## config.mk

```make
export PLATFORM = sky130hd
export DESIGN_NAME = data_proc_mmio_fifo
export DESIGN_NICKNAME = d
export VERILOG_FILES = /design/src/rtl/data_proc_mmio_fifo.sv
export SDC_FILE = /design/constraint.sdc
export NUM_CORES = 1
export LEC_CHECK = 0
export CAP_MARGIN = 20
export CORE_MARGIN = 3
export CORE_UTILIZATION = 45
export DETAILED_ROUTE_END_ITERATION = 7
export GPL_TIMING_DRIVEN = 0
export PLACE_DENSITY = 0.65
export SKIP_CTS_REPAIR_TIMING = 1
export SYNTH_ARGS = -nofsm -noshare
export SYNTH_HDL_FRONTEND = slang
export SYNTH_SLANG_ARGS = --single-unit
```

## constraint.sdc

```tcl
create_clock -name clk -period 5.5 [get_ports clk]
set_clock_uncertainty 0.2 [all_clocks]
set_input_delay 1.65 -clock clk [delete_from_list [all_inputs] [get_ports clk]]
set_output_delay 1.65 -clock clk [all_outputs]
set_load 0.02 [all_outputs]
```

## src/rtl/data_proc_mmio_fifo.sv

```systemverilog
// Purpose : memory-mapped front end for the pixel processor; start/mode control, output pixel FIFO
//           popped through a DATA register, frame-length counting, sticky done, irq, soft clear.
// Latency : bus access acked one cycle after selection (one wait state); mem_rdata registered.
// Backpr. : s_ready drops when the FIFO is full, the frame is complete, or the block is not running.
// Ports   : clk/resetn (sync, active-low); mem_* rvsoc slave bus; proc_start/proc_mode to processor;
//           s_valid/s_ready/s_data pixel stream from processor; irq level interrupt.
module data_proc_mmio_fifo #(
  parameter logic [31:0] BASE_ADDR    = 32'h0200_1000,
  parameter int          PIX_W        = 8,
  parameter int          MODE_W       = 2,
  parameter int          FIFO_DEPTH   = 16,
  parameter int          FRAME_PIXELS = 1024
) (
  input  logic              clk,
  input  logic              resetn,
  input  logic              mem_valid,
  output logic              mem_ready,
  input  logic [3:0]        mem_wstrb,
  input  logic [31:0]       mem_addr,
  input  logic [31:0]       mem_wdata,
  output logic [31:0]       mem_rdata,
  output logic              proc_start,
  output logic [MODE_W-1:0] proc_mode,
  input  logic              s_valid,
  output logic              s_ready,
  input  logic [PIX_W-1:0]  s_data,
  output logic              irq
);

  localparam int AW = $clog2(FIFO_DEPTH);

  typedef enum logic [1:0] {S_IDLE, S_RUN, S_DONE} state_t;

  state_t            r_state;
  logic [MODE_W-1:0] r_mode;
  logic              r_irq_en;
  logic              r_done;
  logic              r_underflow;
  logic [31:0]       r_pix_cnt;
  logic [31:0]       r_frame_len;
  logic [PIX_W-1:0]  r_fifo [FIFO_DEPTH];
  logic [AW-1:0]     r_wr_ptr;
  logic [AW-1:0]     r_rd_ptr;
  logic [AW:0]       r_level;

  logic [31:0] w_off;
  logic        w_sel, w_acc, w_wr;
  logic        w_ctl_wr, w_st_wr, w_fl_wr, w_dat_rd, w_clear;
  logic        w_busy, w_full, w_empty;
  logic        w_accept, w_push, w_pop, w_cnt_hit;
  logic [31:0] w_rd_val;

  // Offset arithmetic wraps, so addresses below BASE_ADDR land far out of range.
  assign w_off    = mem_addr - BASE_ADDR;
  assign w_sel    = mem_valid && (w_off <= 32'h10) && (w_off[1:0] == 2'b00);
  // Only the first selected cycle acts; the cycle with mem_ready high is the ack cycle.
  assign w_acc    = w_sel && !mem_ready;
  assign w_wr     = |mem_wstrb;
  assign w_ctl_wr = w_acc &&  w_wr && (w_off[4:2] == 3'd0);
  assign w_st_wr  = w_acc &&  w_wr && (w_off[4:2] == 3'd1);
  assign w_dat_rd = w_acc && !w_wr && (w_off[4:2] == 3'd3);
  assign w_fl_wr  = w_acc &&  w_wr && (w_off[4:2] == 3'd4);
  assign w_clear  = w_ctl_wr && mem_wdata[9];

  assign w_busy   = (r_state == S_RUN);
  assign w_full   = (r_level == (AW+1)'(FIFO_DEPTH));
  assign w_empty  = (r_level == '0);

  assign s_ready   = w_busy && !w_full && (r_pix_cnt < r_frame_len);
  assign w_accept  = s_valid && s_ready;
  // A soft clear in the same cycle discards the pixel the processor just handed over.
  assign w_push    = w_accept && !w_clear;
  assign w_pop     = w_dat_rd && !w_empty;
  assign w_cnt_hit = w_accept && ((r_pix_cnt + 32'd1) == r_frame_len);

  assign proc_start = w_busy;
  assign proc_mode  = r_mode;
  assign irq        = r_irq_en && r_done;

  always_comb begin
    w_rd_val = '0;
    case (w_off[4:2])
      3'd0: begin
        w_rd_val[0]        = (r_state != S_IDLE);
        w_rd_val[MODE_W:1] = r_mode;
        w_rd_val[8]        = r_irq_en;
      end
      3'd1: w_rd_val = {16'(r_level), 11'd0, r_underflow, r_done, w_full, !w_empty, w_busy};
      3'd2: w_rd_val = r_pix_cnt;
      3'd3: begin
        if (!w_empty) begin
          w_rd_val[31]        = 1'b1;
          w_rd_val[PIX_W-1:0] = r_fifo[r_rd_ptr];
        end
      end
      3'd4: w_rd_val = r_frame_len;
      default: w_rd_val = '0;
    endcase
  end

  // Storage has no reset; validity is carried entirely by the pointers and level.
  always_ff @(posedge clk) begin
    if (w_push) r_fifo[r_wr_ptr] <= s_data;
  end

  always_ff @(posedge clk) begin
    if (!resetn) begin
      mem_ready   <= 1'b0;
      mem_rdata   <= '0;
      r_state     <= S_IDLE;
      r_mode      <= '0;
      r_irq_en    <= 1'b0;
      r_done      <= 1'b0;
      r_underflow <= 1'b0;
      r_pix_cnt   <= '0;
      r_frame_len <= 32'(FRAME_PIXELS);
      r_wr_ptr    <= '0;
      r_rd_ptr    <= '0;
      r_level     <= '0;
    end else begin
      mem_ready <= w_acc;
      mem_rdata <= w_acc ? w_rd_val : '0;

      if (w_ctl_wr) begin
        r_irq_en <= mem_wdata[8];
        if (!w_busy) r_mode <= mem_wdata[MODE_W:1];
      end
      if (w_fl_wr && !w_busy) r_frame_len <= mem_wdata;

      if (w_clear) begin
        r_wr_ptr <= '0;
        r_rd_ptr <= '0;
        r_level  <= '0;
      end else begin
        if (w_push) r_wr_ptr <= r_wr_ptr + 1'b1;
        if (w_pop)  r_rd_ptr <= r_rd_ptr + 1'b1;
        case ({w_push, w_pop})
          2'b10:   r_level <= r_level + 1'b1;
          2'b01:   r_level <= r_level - 1'b1;
          default: r_level <= r_level;
        endcase
      end

      if (w_clear)                      r_underflow <= 1'b0;
      else if (w_dat_rd && w_empty)     r_underflow <= 1'b1;
      else if (w_st_wr && mem_wdata[4]) r_underflow <= 1'b0;

      if (w_clear) begin
        r_state   <= S_IDLE;
        r_pix_cnt <= '0;
        r_done    <= 1'b0;
      end else begin
        if (w_accept) r_pix_cnt <= r_pix_cnt + 32'd1;
        // Setting done takes priority over a simultaneous W1C.
        if (w_cnt_hit)                    r_done <= 1'b1;
        else if (w_st_wr && mem_wdata[3]) r_done <= 1'b0;

        case (r_state)
          S_IDLE, S_DONE: begin
            if (w_ctl_wr && mem_wdata[0] && (r_frame_len != 32'd0)) begin
              r_state   <= S_RUN;
              r_pix_cnt <= '0;
              r_done    <= 1'b0;
            end else if (w_ctl_wr && !mem_wdata[0]) begin
              r_state <= S_IDLE;
            end
          end
          S_RUN: begin
            // start=1 while running is a no-op; start=0 aborts to idle keeping FIFO and count.
            if (w_ctl_wr && !mem_wdata[0]) r_state <= S_IDLE;
            else if (w_cnt_hit)            r_state <= S_DONE;
          end
          default: r_state <= S_IDLE;
        endcase
      end
    end
  end

endmodule

```

# After elaboration in Yosys (flattened, before gate mapping)

Memories as Yosys holds them, arrays and structs flattened. A register that Yosys moved wholly into a read port is not among the register bits.
Index checks and enable logic that the tools add are counted.

Output and inout bits: 38
Memories: 1
Bits in registers: 117
Input bits: 80
Bits in writable memories: 128

Multiplexer cells: 26
$lt $le $gt $ge: 2
Equal/unequal tests: 12
Bitwise logic cells: 2
Add/subtract/negate cells: 6
Reduce and logical (&&, ||, !) cells: 45

Memory list:

| name   | depth | width | read ports | clocked after Yosys merged registers in | wr ports | RTL line | RTL |
|---|---|---|---|---|---|---|---|
| r_fifo | 16    | 8     | 1          | 1                                       | 1        | 41       | `logic [PIX_W-1:0] r_fifo [FIFO_DEPTH];` |

Operators with widths:

| kind                                                                    | number |
|---|---|
| 32-bit two-way mux                                                      | 3 |
| 22-bit one-hot mux with 3 select lines                                  | 1 |
| 32-bit by 1-bit adder with 32-bit output (second input constant)        | 1 |
| 32-bit equality test                                                    | 1 |
| 32-bit by 5-bit <= comparator with 1-bit output (second input constant) | 1 |
| 32-bit less-than comparator                                             | 1 |
| 32-bit nonzero test                                                     | 1 |
| 32-bit by 26-bit subtractor with 32-bit output (second input constant)  | 1 |
| 1-bit logical AND                                                       | 24 |
| 5-bit one-hot mux with 4 select lines                                   | 1 |
| 3-bit one-hot mux with 5 select lines                                   | 1 |
| 5-bit one-hot mux with 2 select lines                                   | 1 |
| 1-bit two-way mux                                                       | 9 |
| 4-bit by 1-bit adder with 4-bit output (second input constant)          | 2 |
| 2-bit two-way mux                                                       | 4 |
| 4-bit two-way mux                                                       | 2 |
| 8-bit two-way mux                                                       | 1 |
| 1-bit logical NOT                                                       | 7 |
| 3-bit by 2-bit equality test with 1-bit output (second input constant)  | 2 |
| 1-bit one-hot mux with 3 select lines                                   | 2 |
| 2-bit AND reduction                                                     | 3 |
| 2-bit nonzero test                                                      | 3 |
| 5-bit by 1-bit adder with 5-bit output (second input constant)          | 1 |
| 5-bit equality test (second input constant)                             | 1 |
| other kinds (14)                                                        | 19 |

# Logic depth before layout (Yosys ltp)

Gate-level depths: netlist of the first run.

Depth in word-level cells: 12
Mapped depth: 21

# Least setup slack after synthesis of the first run

No wires, ideal clock.

Kind: input-to-reg
From: in mem_addr[12]
To: reg r_level[4]
Arrival: 4968 ps
Slack: 262 ps
Required time: 5230 ps
Setup time: 70 ps
Stages: 15
Buffers on the path: 0
Cell sequence: or4_1 -> o21bai_1 -> a2111oi_2 -> inv_1 -> nor4_2 -> nor3b_1 -> ha_1 -> inv_1 -> fa_1 -> inv_1 -> a21o_1 -> a21oi_1 -> xnor2_1 -> or3_1 -> a21oi_1

Elaborated cells on any way between the ends: 18
Those cells by class: add/sub (1); order compare (1); eq/ne (2); mux (1); reduce/logical (13)

RTL lines:

| what                                                                                  | RTL line | RTL |
|---|---|---|
| start: declaration                                                                    | 19       | `input logic [31:0] mem_addr,` |
| 32-bit by 26-bit subtractor with 32-bit output *                                      | 54       | `assign w_off = mem_addr - BASE_ADDR;` |
| 32-bit by 5-bit <= comparator with 1-bit output *                                     | 55       | `assign w_sel = mem_valid && (w_off <= 32'h10) && (w_off[1:0] == 2'b00);` |
| 1-bit logical AND * (2 in series)                                                     | 55       |  |
| 1-bit logical AND *                                                                   | 57       | `assign w_acc = w_sel && !mem_ready;` |
| 1-bit logical AND * (2 in series)                                                     | 61       | `assign w_dat_rd = w_acc && !w_wr && (w_off[4:2] == 3'd3);` |
| 1-bit logical AND *                                                                   | 73       | `assign w_pop = w_dat_rd && !w_empty;` |
| named net w_pop                                                                       | 50       | `logic w_accept, w_push, w_pop, w_cnt_hit;` |
| 2-bit by 1-bit equality test with 1-bit output or 2-bit equality test (tied branches) | 137      | `case ({w_push, w_pop})` |
| 5-bit one-hot mux with 2 select lines or 2-bit nonzero test (tied branches)           | --       |  |
| end signal: assignment                                                                | 138      | `2'b10: r_level <= r_level + 1'b1;` |
| end signal: assignment                                                                | 139      | `2'b01: r_level <= r_level - 1'b1;` |
| end signal: assignment                                                                | 140      | `default: r_level <= r_level;` |
| end: declaration                                                                      | 44       | `logic [AW:0] r_level;` |

Mark *: on every way through the listed nets, which the timed path passes. The rest lies on a longest branch.
A chain may end at the register's enable or synchronous reset.

# Worst setup path after layout of the first run

From: reg r_frame_len[9]
To: out s_ready

Cells in the longest elaborated chain, start to end: 2

Ends and longest elaborated chain:

| what                        | RTL line | RTL |
|---|---|---|
| start: declaration          | 40       | `logic [31:0] r_frame_len;` |
| start signal: assignment    | 116      | `r_frame_len <= 32'(FRAME_PIXELS);` |
| start signal: assignment    | 128      | `if (w_fl_wr && !w_busy) r_frame_len <= mem_wdata;` |
| 32-bit less-than comparator | 69       | `assign s_ready = w_busy && !w_full && (r_pix_cnt < r_frame_len);` |
| 1-bit logical AND           | 69       |  |
| end: declaration            | 25       | `output logic s_ready,` |

No other way between the ends.

==> results of run 1 <==
## area by class of cell
class,count,share of cell area (%)
buffer,70,2.13
clock buffer,36,4.91
clock inverter,14,0.538
inverter,54,1.38
multi-input combinational,769,37.4
sequential,249,42.8
tap,335,2.86
timing repair buffer,117,7.98
## worst register-to-register path, delay by kind of cell (launching register included)
family | cells | cell delay, ps
adders and majority gates | 1 | 290
DFF | 1 | 530
AOI/OAI and AO/OA | 5 | 1050
buffers and inverters | 2 | 740
and+or+nand+nor | 2 | 1350
## placed cells by master (no fill, tap or decap), types with 35 or more instances in the layout
cell type	synthesis	routed
edfxtp_1	128	128
dfxtp_1	121	119
nor2_1	116	116
clkdlybuf4s50_1	0	115
nand2_1	106	106
a21oi_1	78	77
inv_1	53	53
clkbuf_1	45	49
xor2_1	47	47
ha_1	42	41
mux4_2	40	40
xnor2_1	36	36
nand3_1	35	35
## state kept, by name, indices dropped and copies added, names as in the netlist, named ones only
signal / cells
r_underflow: 1
r_done: 1
r_state: 2
proc_mode: 2
r_pix_cnt: 32
mem_ready: 1
r_rd_ptr: 4
r_frame_len: 32
r_wr_ptr: 4
mem_rdata: 32
r_fifo: 128
r_irq_en: 1
r_level: 5
## stage by stage
| stage | instance area [um^2] | hold WS, ps | total power [mW] |
|---|---|---|---|
| 6_report | 14700 | 285 | 3.74 |
| 2_1_floorplan | 12200 | 250 | 2.02 |
| 3_5_place_dp | 13800 | 276 | 2.12 |
| 3_3_place_gp | 13800 | 275 | 2.12 |
| 5_1_grt | 14700 | 332 | 3.86 |
| 4_1_cts | 14600 | 285 | 3.76 |
## where the power goes
| part | total, mW | leakage, nW | switching [mW] | internal [mW] |
|---|---|---|---|---|
| combinational | 0.131 | 2.39 | 0.0695 | 0.0617 |
| clock | 1.66 | 0.391 | 0.742 | 0.920 |
| sequential | 1.95 | 2.12 | 0.0000000000798 | 1.95 |
## cell families after synthesis
logic type,count (synthesis)
AO/OA/AOI/OAI,172
XOR/XNOR,83
adder cells (fa/ha/maj),43
buffers and inverters,126
flip-flops,249
multiplexers,47
AND/OR/NAND/NOR,424
## metal layers
layer | GRT usage [%] | wire, um | vias to the layer above
met5 | 0 | 0 | -
met4 | 9.66 | 1430 | 0
met3 | 2.96 | 2250 | 70
met2 | 40.3 | 16800 | 339
met1 | 32.6 | 15000 | 4634
li1 | - | - | 4447
## path summary, 6_finish.rpt
| check | startpoint | slack [ps] | to | cells after the start |
|---|---|---|---|---|
| setup reg to reg | r_frame_len[9]$_SDFFE_PN0P_ | 940 | r_fifo[7][3]$_DFFE_PP_ | 10 |
| setup / recovery | r_frame_len[9]$_SDFFE_PN0P_ | 150 | s_ready | 9 |
| hold / removal | proc_mode[1]$_SDFFE_PN0P_ | 290 | proc_mode[1]$_SDFFE_PN0P_ | 2 |
| hold reg to reg | proc_mode[1]$_SDFFE_PN0P_ | 290 | proc_mode[1]$_SDFFE_PN0P_ | 2 |
==> implementation parameters, run 1 <==
Parameter                              Value

STA
  Headroom to the max-slew limit    29.4%
  Total negative slack for setup checks    0 ps
  Transition time at the pin with the least slew margin    1060 ps
  Final worst-path setup slack    about 150 ps
  Final Hold Violating Endpoints    0
  Number of setup violations in the final report    0
  Achievable Freq    187 MHz
  Final number of max-transition violations    0
  Unrepaired setup endpoints after global routing    yes
  Final critical-path required period    5350 ps
  Final period utilization    97.3%

Global route
  Via count of the first global-routing pass    9322
  Maximum number of pins on one net before global-route repair    17
  Total congestion overflow    0
  First-pass GRT wire length    roughly 54000 um
  Antenna violations before repair    0
  Total track usage    24.3%

Synth
  Fraction of the yosys area taken by sequential cells    51.3%
  Adder-cell area share of the yosys netlist    under 10%
  Dominant combinational cell family by area after synthesis    simple AND/OR/NAND/NOR gates
  Async set or reset register ratio after synthesis    0%
  Synthesis Warnings    0
  Top post-synthesis cells by area    edfxtp_1 31%, dfxtp_1 20%, mux4_2 7.4%
  Count of flip-flops with a built-in enable after synthesis    128
  Most frequent cell after synthesis    edfxtp_1
  Post-synth design cell area    between 0.01 and 0.015 mm^2
  Number of unique standard cell types used by synthesis    64
  Complex-gate fraction of the synthesized area    8.80%
  Mean cell area of the mapped netlist    10.7 um^2
  Top cells by instance count after synthesis    128 x edfxtp_1, 121 x dfxtp_1, 116 x nor2_1
  Syn Inst Count    between 1000 and 1500
  Area share of the leading cell type in the synthesized netlist    a little under a third
  Xor-xnor portion of the synthesized cell area    5.95%
  Number of storage elements in the synthesis netlist    249
  Dominant register cell in the synthesized netlist    edfxtp_1
  Synth Net Count    roughly 1300
  Multiplexer area fraction after synthesis    7.95%
  Cell type with the largest total area after synthesis    edfxtp_1
  Area fraction in and, or, nand and nor cells after synthesis    17.3%

Clocking
  Buffers from clock root to sink, at most    3
  TritonCTS clock tree    done
  CTS root buf    clkbuf_16
  H-Tree Depth    1
  Number of CTS-inserted buffers    27
  Clock sinks    roughly 250
  Clock latency reported for the late side of the worst-skew pair    between 500 and 600 ps
  Clock transition at path regs    70 ps

Layout
  Number of diodes added for antenna fixing    0
  Number of non-filler instances in the completed layout    1644
  Reg area    0.00627 mm^2
  Area of the multi-input gates    0.00549 mm^2
  Post-layout net count    1411
  Fill cell count    roughly 2300
  Util after Layout    55.6%
  Layout-stage area growth over the synthesis result    20.1%
  Layout cell share with drive strength beyond 1    8.86%

Power and ir drop
  Leak    roughly 4.9 nW
  Power Density    255 mW/mm^2
  Peak VDD IR    0.000283 V

Setup path
  Data required time of the critical path    between 3000 and 4000 ps
  Arrival time of data at the critical path endpoint    3500 ps
  Cell-by-cell listing of the critical path    inv_1 -> ha_1 -> a21oi_1 -> o21ai_0 -> a211oi_1 -> a21oi_1 -> o22ai_2 -> clkbuf_4 -> clkdlybuf4s50_1
  Critical Path Most Common Cell    a21oi_1
  Max FO, Critical Path    10
  Startpoint type of the worst setup path    register
  Slowest cell on the critical path    clkdlybuf4s50_1
  Delay of the slowest cell on the worst path    between 600 and 700 ps
  Top delay family on crit path    buffers and inverters
  Critical path buffers and inverters    3
  CP Capture Type    output pin
  Startpoint-to-endpoint class of the critical path    reg2out

Drt
  Length of the first detailed-routing pass in iterations    5
  Initial detailed-routing violation count    just over 900
  Number of vias per cell    5.77
  DR vias    9490
  Number of remaining DRC errors    0
  Wire length per cell    21.6 um
  Antenna Nets Post-Route    0
  Post-Route WL    35500 um

Place
  Placed Instances    between 1500 and 2000
  Final HPWL from detailed placement    between 20000 and 30000 um
  Final Wtd Congestion    around 0.96
  Worst slack at placement    -593 ps
  Number of port buffers    around 120

Floorplan
  Vert. Die Dim    around 170 um
  Overall die width    171 um
  Total core area    0.0264 mm^2
  I/O pin count    118
  Die area    0.0291 mm^2
  Initial core utilization    46.3%
  Cell Rows    between 50 and 60

Flow run
  Number of max-capacitance violations reported    0

Run status
  Result of the run    complete, no violations

Min path
  Min-Delay Path Class    reg2reg
No activity file was read; power rests on OpenSTA's default activity.
==> run 2: changes to the inputs <==
--- a/config.mk
+++ b/config.mk
@@ -5,6 +5,7 @@
 export SDC_FILE = /design/constraint.sdc
 export NUM_CORES = 1
 export LEC_CHECK = 0
+export ABC_CLOCK_PERIOD_IN_PS = 5500
 export CAP_MARGIN = 20
 export CORE_MARGIN = 3
 export CORE_UTILIZATION = 45
==> results of run 2 <==
Same layout as run 1: the final DEF is identical, and so are final timing and power.
